## src/rtl/rptr_empty_sync.sv

```systemverilog
`default_nettype none
// ============================================================================
//  Module      : rptr_empty_sync
//  Description : Read-side pointer and empty-flag logic for an asynchronous
//                FIFO. Double-flop synchronizes the Gray write pointer into
//                the read clock domain, keeps the binary/Gray read pointers,
//                drives the memory read address and produces the empty,
//                almost-empty and sticky underflow flags.
//                Optional macro AFIFO_RLEVEL_EN adds the registered rlevel
//                occupancy output.
//  Revision    : 1.0 - initial release
// ============================================================================
module rptr_empty_sync #(
  parameter int ADDR_WIDTH = 4,
  parameter int AE_THRESH  = 2
) (
  input  logic                  rclk,
  input  logic                  rrst,
  input  logic                  rinc,
  input  logic [ADDR_WIDTH-1:0] wptr,
  output logic [ADDR_WIDTH-1:0] rptr,
  output logic [ADDR_WIDTH-2:0] raddr,
  output logic                  rempty,
  output logic                  ralmost_empty,
  output logic                  rd_underflow
`ifdef AFIFO_RLEVEL_EN
  ,
  output logic [ADDR_WIDTH-1:0] rlevel
`endif
);

  // Threshold resized to pointer width so the level compare is width-clean.
  localparam logic [ADDR_WIDTH-1:0] c_AE_THRESH = ADDR_WIDTH'(AE_THRESH);
  localparam logic [ADDR_WIDTH-1:0] c_ONE       = ADDR_WIDTH'(1);
  localparam logic [ADDR_WIDTH-1:0] c_ZERO      = '0;

  // Gray-to-binary conversion: each binary bit is the XOR of all Gray bits
  // at or above it.
  function automatic logic [ADDR_WIDTH-1:0] gray2bin(input logic [ADDR_WIDTH-1:0] g);
    logic [ADDR_WIDTH-1:0] b;
    b[ADDR_WIDTH-1] = g[ADDR_WIDTH-1];
    for (int i = ADDR_WIDTH-2; i >= 0; i--) begin
      b[i] = b[i+1] ^ g[i];
    end
    return b;
  endfunction

  // --------------------------------------------------------------------------
  // Registers
  // --------------------------------------------------------------------------
  logic [ADDR_WIDTH-1:0] r_rq1_wptr;
  logic [ADDR_WIDTH-1:0] r_rq2_wptr;
  logic [ADDR_WIDTH-1:0] r_rbin;
  logic [ADDR_WIDTH-1:0] r_rptr;
  logic                  r_rempty;
  logic                  r_ralmost_empty;
  logic                  r_rd_underflow;

  // --------------------------------------------------------------------------
  // Combinational next-state terms
  // --------------------------------------------------------------------------
  logic                  w_rvalid;
  logic                  w_underflow_evt;
  logic [ADDR_WIDTH-1:0] w_rbinnext;
  logic [ADDR_WIDTH-1:0] w_rgraynext;
  logic [ADDR_WIDTH-1:0] w_wbin_s;
  logic [ADDR_WIDTH-1:0] w_lvl;
  logic                  w_rempty_next;
  logic                  w_ralmost_empty_next;

  // A pop only happens when the registered empty flag allows it; a request
  // against an empty FIFO is recorded as underflow and leaves pointers alone.
  assign w_rvalid        = rinc & ~r_rempty;
  assign w_underflow_evt = rinc &  r_rempty;

  // Next pointers; wrap at 2^ADDR_WIDTH comes for free from the adder width.
  assign w_rbinnext  = r_rbin + (w_rvalid ? c_ONE : c_ZERO);
  assign w_rgraynext = (w_rbinnext >> 1) ^ w_rbinnext;

  // Occupancy as seen through the synchronizer, measured against the
  // post-pop pointer so a pop and a new write pointer resolve together.
  assign w_wbin_s = gray2bin(r_rq2_wptr);
  assign w_lvl    = w_wbin_s - w_rbinnext;

  // Full Gray equality (including the wrap bit) is the empty condition.
  assign w_rempty_next        = (w_rgraynext == r_rq2_wptr);
  assign w_ralmost_empty_next = (w_lvl <= c_AE_THRESH);

  // Two-flop synchronizer: the only place wptr is sampled.
  always_ff @(posedge rclk) begin
    if (rrst) begin
      r_rq1_wptr <= '0;
      r_rq2_wptr <= '0;
    end else begin
      r_rq1_wptr <= wptr;
      r_rq2_wptr <= r_rq1_wptr;
    end
  end

  // Binary and Gray read pointers advance together on each accepted pop.
  always_ff @(posedge rclk) begin
    if (rrst) begin
      r_rbin <= '0;
      r_rptr <= '0;
    end else begin
      r_rbin <= w_rbinnext;
      r_rptr <= w_rgraynext;
    end
  end

  // Empty and almost-empty flags; both come up asserted out of reset.
  always_ff @(posedge rclk) begin
    if (rrst) begin
      r_rempty        <= 1'b1;
      r_ralmost_empty <= 1'b1;
    end else begin
      r_rempty        <= w_rempty_next;
      r_ralmost_empty <= w_ralmost_empty_next;
    end
  end

  // Sticky underflow: once set it stays set until reset.
  always_ff @(posedge rclk) begin
    if (rrst) begin
      r_rd_underflow <= 1'b0;
    end else if (w_underflow_evt) begin
      r_rd_underflow <= 1'b1;
    end
  end

`ifdef AFIFO_RLEVEL_EN
  logic [ADDR_WIDTH-1:0] r_rlevel;

  // Registered occupancy, aligned in time with the almost-empty flag.
  always_ff @(posedge rclk) begin
    if (rrst) begin
      r_rlevel <= '0;
    end else begin
      r_rlevel <= w_lvl;
    end
  end

  assign rlevel = r_rlevel;
`endif

  // --------------------------------------------------------------------------
  // Outputs
  // --------------------------------------------------------------------------
  assign rptr          = r_rptr;
  assign raddr         = r_rbin[ADDR_WIDTH-2:0];
  assign rempty        = r_rempty;
  assign ralmost_empty = r_ralmost_empty;
  assign rd_underflow  = r_rd_underflow;

endmodule
`default_nettype wire

```

## config.mk

```make
export PLATFORM = sky130hd
export DESIGN_NAME = rptr_empty_sync
export DESIGN_NICKNAME = d
export VERILOG_FILES = /design/src/rtl/rptr_empty_sync.sv
export SDC_FILE = /design/constraint.sdc
export NUM_CORES = 1
export LEC_CHECK = 0
export BUFFER_PORTS_ARGS = -buffer_cell sky130_fd_sc_hd__clkbuf_2
export CAP_MARGIN = 20
export CORE_MARGIN = 5
export CORE_UTILIZATION = 45
export DETAILED_ROUTE_END_ITERATION = 16
export PLACE_DENSITY_LB_ADDON = 0.2
export SYNTH_ARGS = -nofsm -noshare
export SYNTH_HDL_FRONTEND = slang
export SYNTH_SLANG_ARGS = --single-unit
```

## constraint.sdc

```tcl
create_clock -name rclk -period 2.5 [get_ports rclk]
set_clock_uncertainty 0.05 [all_clocks]
set_input_delay 0.25 -clock rclk [delete_from_list [all_inputs] [get_ports rclk]]
set_output_delay 0.25 -clock rclk [all_outputs]
set_load 0.05 [all_outputs]
```

==> flow_metrics.tcl <==
set metrics [dict create \
    status "completed" \
    cpPeakStageDelay_ps 430 \
    p_int_w 0.000452 \
    coreArea_um2 1710 \
    grt_overflow 0 \
    worstReg2RegStart "r_rq2_wptr[3]$_SDFF_PP0_" \
    drc 0 \
    yosys_warnings 0 \
    slew_headroom_pct 76.2 \
    final_common_cell "dfxtp_1" \
    period_minus_slack_ps 2330 \
    path_cells "xor2_2, xnor2_2, xor2_1, ha_1, fa_1, o21ai_1, a21oi_1, a211o_1" \
    switching_share_pct 28.8 \
    mostFrequentLayoutCells "dfxtp_1 (17), clkbuf_2 (16), nor2b_1 (11)" \
    dp_slack_ps 73.5 \
    ys_seq_area_share_pct 45.4 \
    finalMaxSlewViolations 0 \
    synth_top_area_share_pct 45.4 \
    synth_xor_area_share_pct 16.9 \
    antennaDiodeCount 0 \
    cts_tree "done" \
    clk-insertion-delay-late_ps 280 \
    tritoncts.num_buffers 3 \
    critPathRequiredTime_ps 2630 \
    synth_area_leader_cell "dfxtp_1" \
    ios 17 \
    synth_cell_types 22 \
    clock_path_buffers 2 \
    place.gp.congestion 0.730 \
    dp.cells 116 \
    synth_top_family_by_area "simple AND/OR/NAND/NOR gates" \
    antenna_found_initial 0 \
    crit_path_end_kind "flop" \
    path_buf_inv 0 \
    crit_arrival_ps 2470 \
    cp_top_family "adder cells" \
    worstSetupPathType "flop to flop" \
    synthAdderAreaFrac_pct 10.4 \
    synth.area.mux_share_pct 2.83 \
    clock_sinks 18 \
    finalNonFillerCells 120 \
    holdCritStartpoint "wptr[1]" \
    cp_slowest_cell "dfxtp_1" \
    num_rows 15 \
    startpoint_type "flop" \
    vdd_drop_max_v 0.000432 \
    critPathLaunch "r_rq2_wptr[3]$_SDFF_PP0_" \
    detail-route-antenna-nets 0 \
    cts.reportedPaths.clkPinSlew_ps 90 \
    die_w_um 52.0 \
    syn_inst 75 \
    hold_class "input port to flop" \
    pwr-share-comb_pct 23.8 \
    syn_nets 88 \
    htreeDepth 1 \
    grt_max_degree 19 \
    grt_pass1_wl_um 2180 \
    drive_gt1_share_pct 28.4 \
    drt_iter0_markers 5 \
    setup_viol 0 \
    clkPwrFrac_pct 26.8 \
    hpwl_um 921 \
    seqPwrFrac_pct 49.5 \
    die_area_um2 2710 \
    worst_slack_ps 165 \
    p_per_area_nw_per_um2 656 \
    max_cap_violations 0 \
    via_per_inst 4.51 \
    ys_ff_latch 18 \
    worst-path-max-fanout 4 \
    synth_compound_area_share_pct 4.57 \
    p_leak_nw 0.437 \
    syn_area_um2 795 \
    yosys.area_share.simple_pct 17.6 \
    fillers 148 \
    area_growth_pct 21.9 \
    nets 109 \
    die_h_um 52.0 \
    period_share_pct 93.4 \
    port_buffers 16 \
    maxClockFrequency_mhz 428 \
    vias 541 \
    post-cts-setup-buffer-count 0 \
    tightestPinTransition_ps 355 \
    netlist_top_cells_area "dfxtp_1 (45%), nor2b_1 (8.7%), ha_1 (7.9%)" \
    start_util_pct 46.5 \
    routedWlPerCell_um 10.2 \
    finalHoldViolations 0 \
    routed_wl_um 1220 \
    grt_pass1_vias 534 \
    power.switching_w 0.000183 \
    synth_area_per_cell_um2 10.6 \
    grt_usage_pct 10.9 \
    dr.pass1.iters 4 \
    cts_root_buffer "clkbuf_4" \
]
[per-stage QoR]
step	area (um^2)	TNS [ps]	total power (W)	utilization, %	hold slack, ps
finish	968	0	0.000635	56.7	119
global route	968	-8.23	0.000675	56.7	132
CTS	947	0	0.000641	55.5	113
detailed placement	911	0	0.000467	53.3	370
global placement	911	0	0.000463	53.3	368
floorplan	796	0	0.000435	-	272
[kinds of logic (layout without fill, tap and decap cells)]
kind of cell	Yosys count	in the layout
flip-flops	18	18
buffers and inverters	5	25
AO/OA/AOI/OAI	6	6
multiplexers	2	2
XOR/XNOR	12	12
adder cells (fa/ha/maj)	6	6
AND/OR/NAND/NOR	26	26
[Yosys cell counts]
library cell	n
a21oi_1	2
and2_0	1
fa_1	1
and3_2	1
dfxtp_1	18
a211o_1	1
xor3_1	1
nor2_1	10
and2_1	1
ha_1	5
o21ai_0	2
nor4b_1	1
nor2b_1	11
mux2_2	1
xor2_1	4
xnor2_1	6
mux2_1	1
clkbuf_1	1
nor3_1	1
xnor3_1	1
inv_1	4
a21o_1	1
[power groups by stage]
stage                     clock, W  combinational, W  sequential [W]
after floorplan                  0         0.0000715        0.000363
after global routing      0.000191          0.000168        0.000316
after global placement           0          0.000143        0.000320
after CTS                 0.000180          0.000147        0.000314
after detailed placement         0          0.000146        0.000320
final                     0.000170          0.000151        0.000314
[layout make-up]
class	count	area, um^2	share of cell area, %
clock buffer	4	36.3	3.75
inverter	4	15.0	1.55
multi-input combinational	52	437	45.1
sequential	18	362	37.3
tap	25	31.3	3.23
timing repair buffer	17	87.6	9.04
[metal layers]
layer,vias to the layer above,track usage (%),wire length [um]
met5,-,0,0
met4,0,2.62,13
met3,2,5.16,102
met2,17,18.0,581
met1,242,12.7,527
li1,280,-,-
[sequential cells by signal, summed over array words and instances (netlist names)]
| signal | flops |
|---|---|
| r_rbin | 4 |
| rptr | 3 |
| ralmost_empty | 1 |
| rd_underflow | 1 |
| r_rq2_wptr | 4 |
| rempty | 1 |
| r_rq1_wptr | 4 |
[final timing paths]
kind | end | slack (ps) | cells after the start
max reg2reg | ralmost_empty$_SDFF_PP1_ | 170 | 8
max | ralmost_empty$_SDFF_PP1_ | 170 | 8
min reg2reg | r_rq2_wptr[0]$_SDFF_PP0_ | 390 | 1
min | r_rq1_wptr[1]$_SDFF_PP0_ | 120 | 2
[repair_timing]
action / in CTS / in global routing
resized for setup: 0 / 4
hold buffers: 0 / 0
endpoints found under the setup margin: 0 / 1
Power figures use the tool's default switching activity.
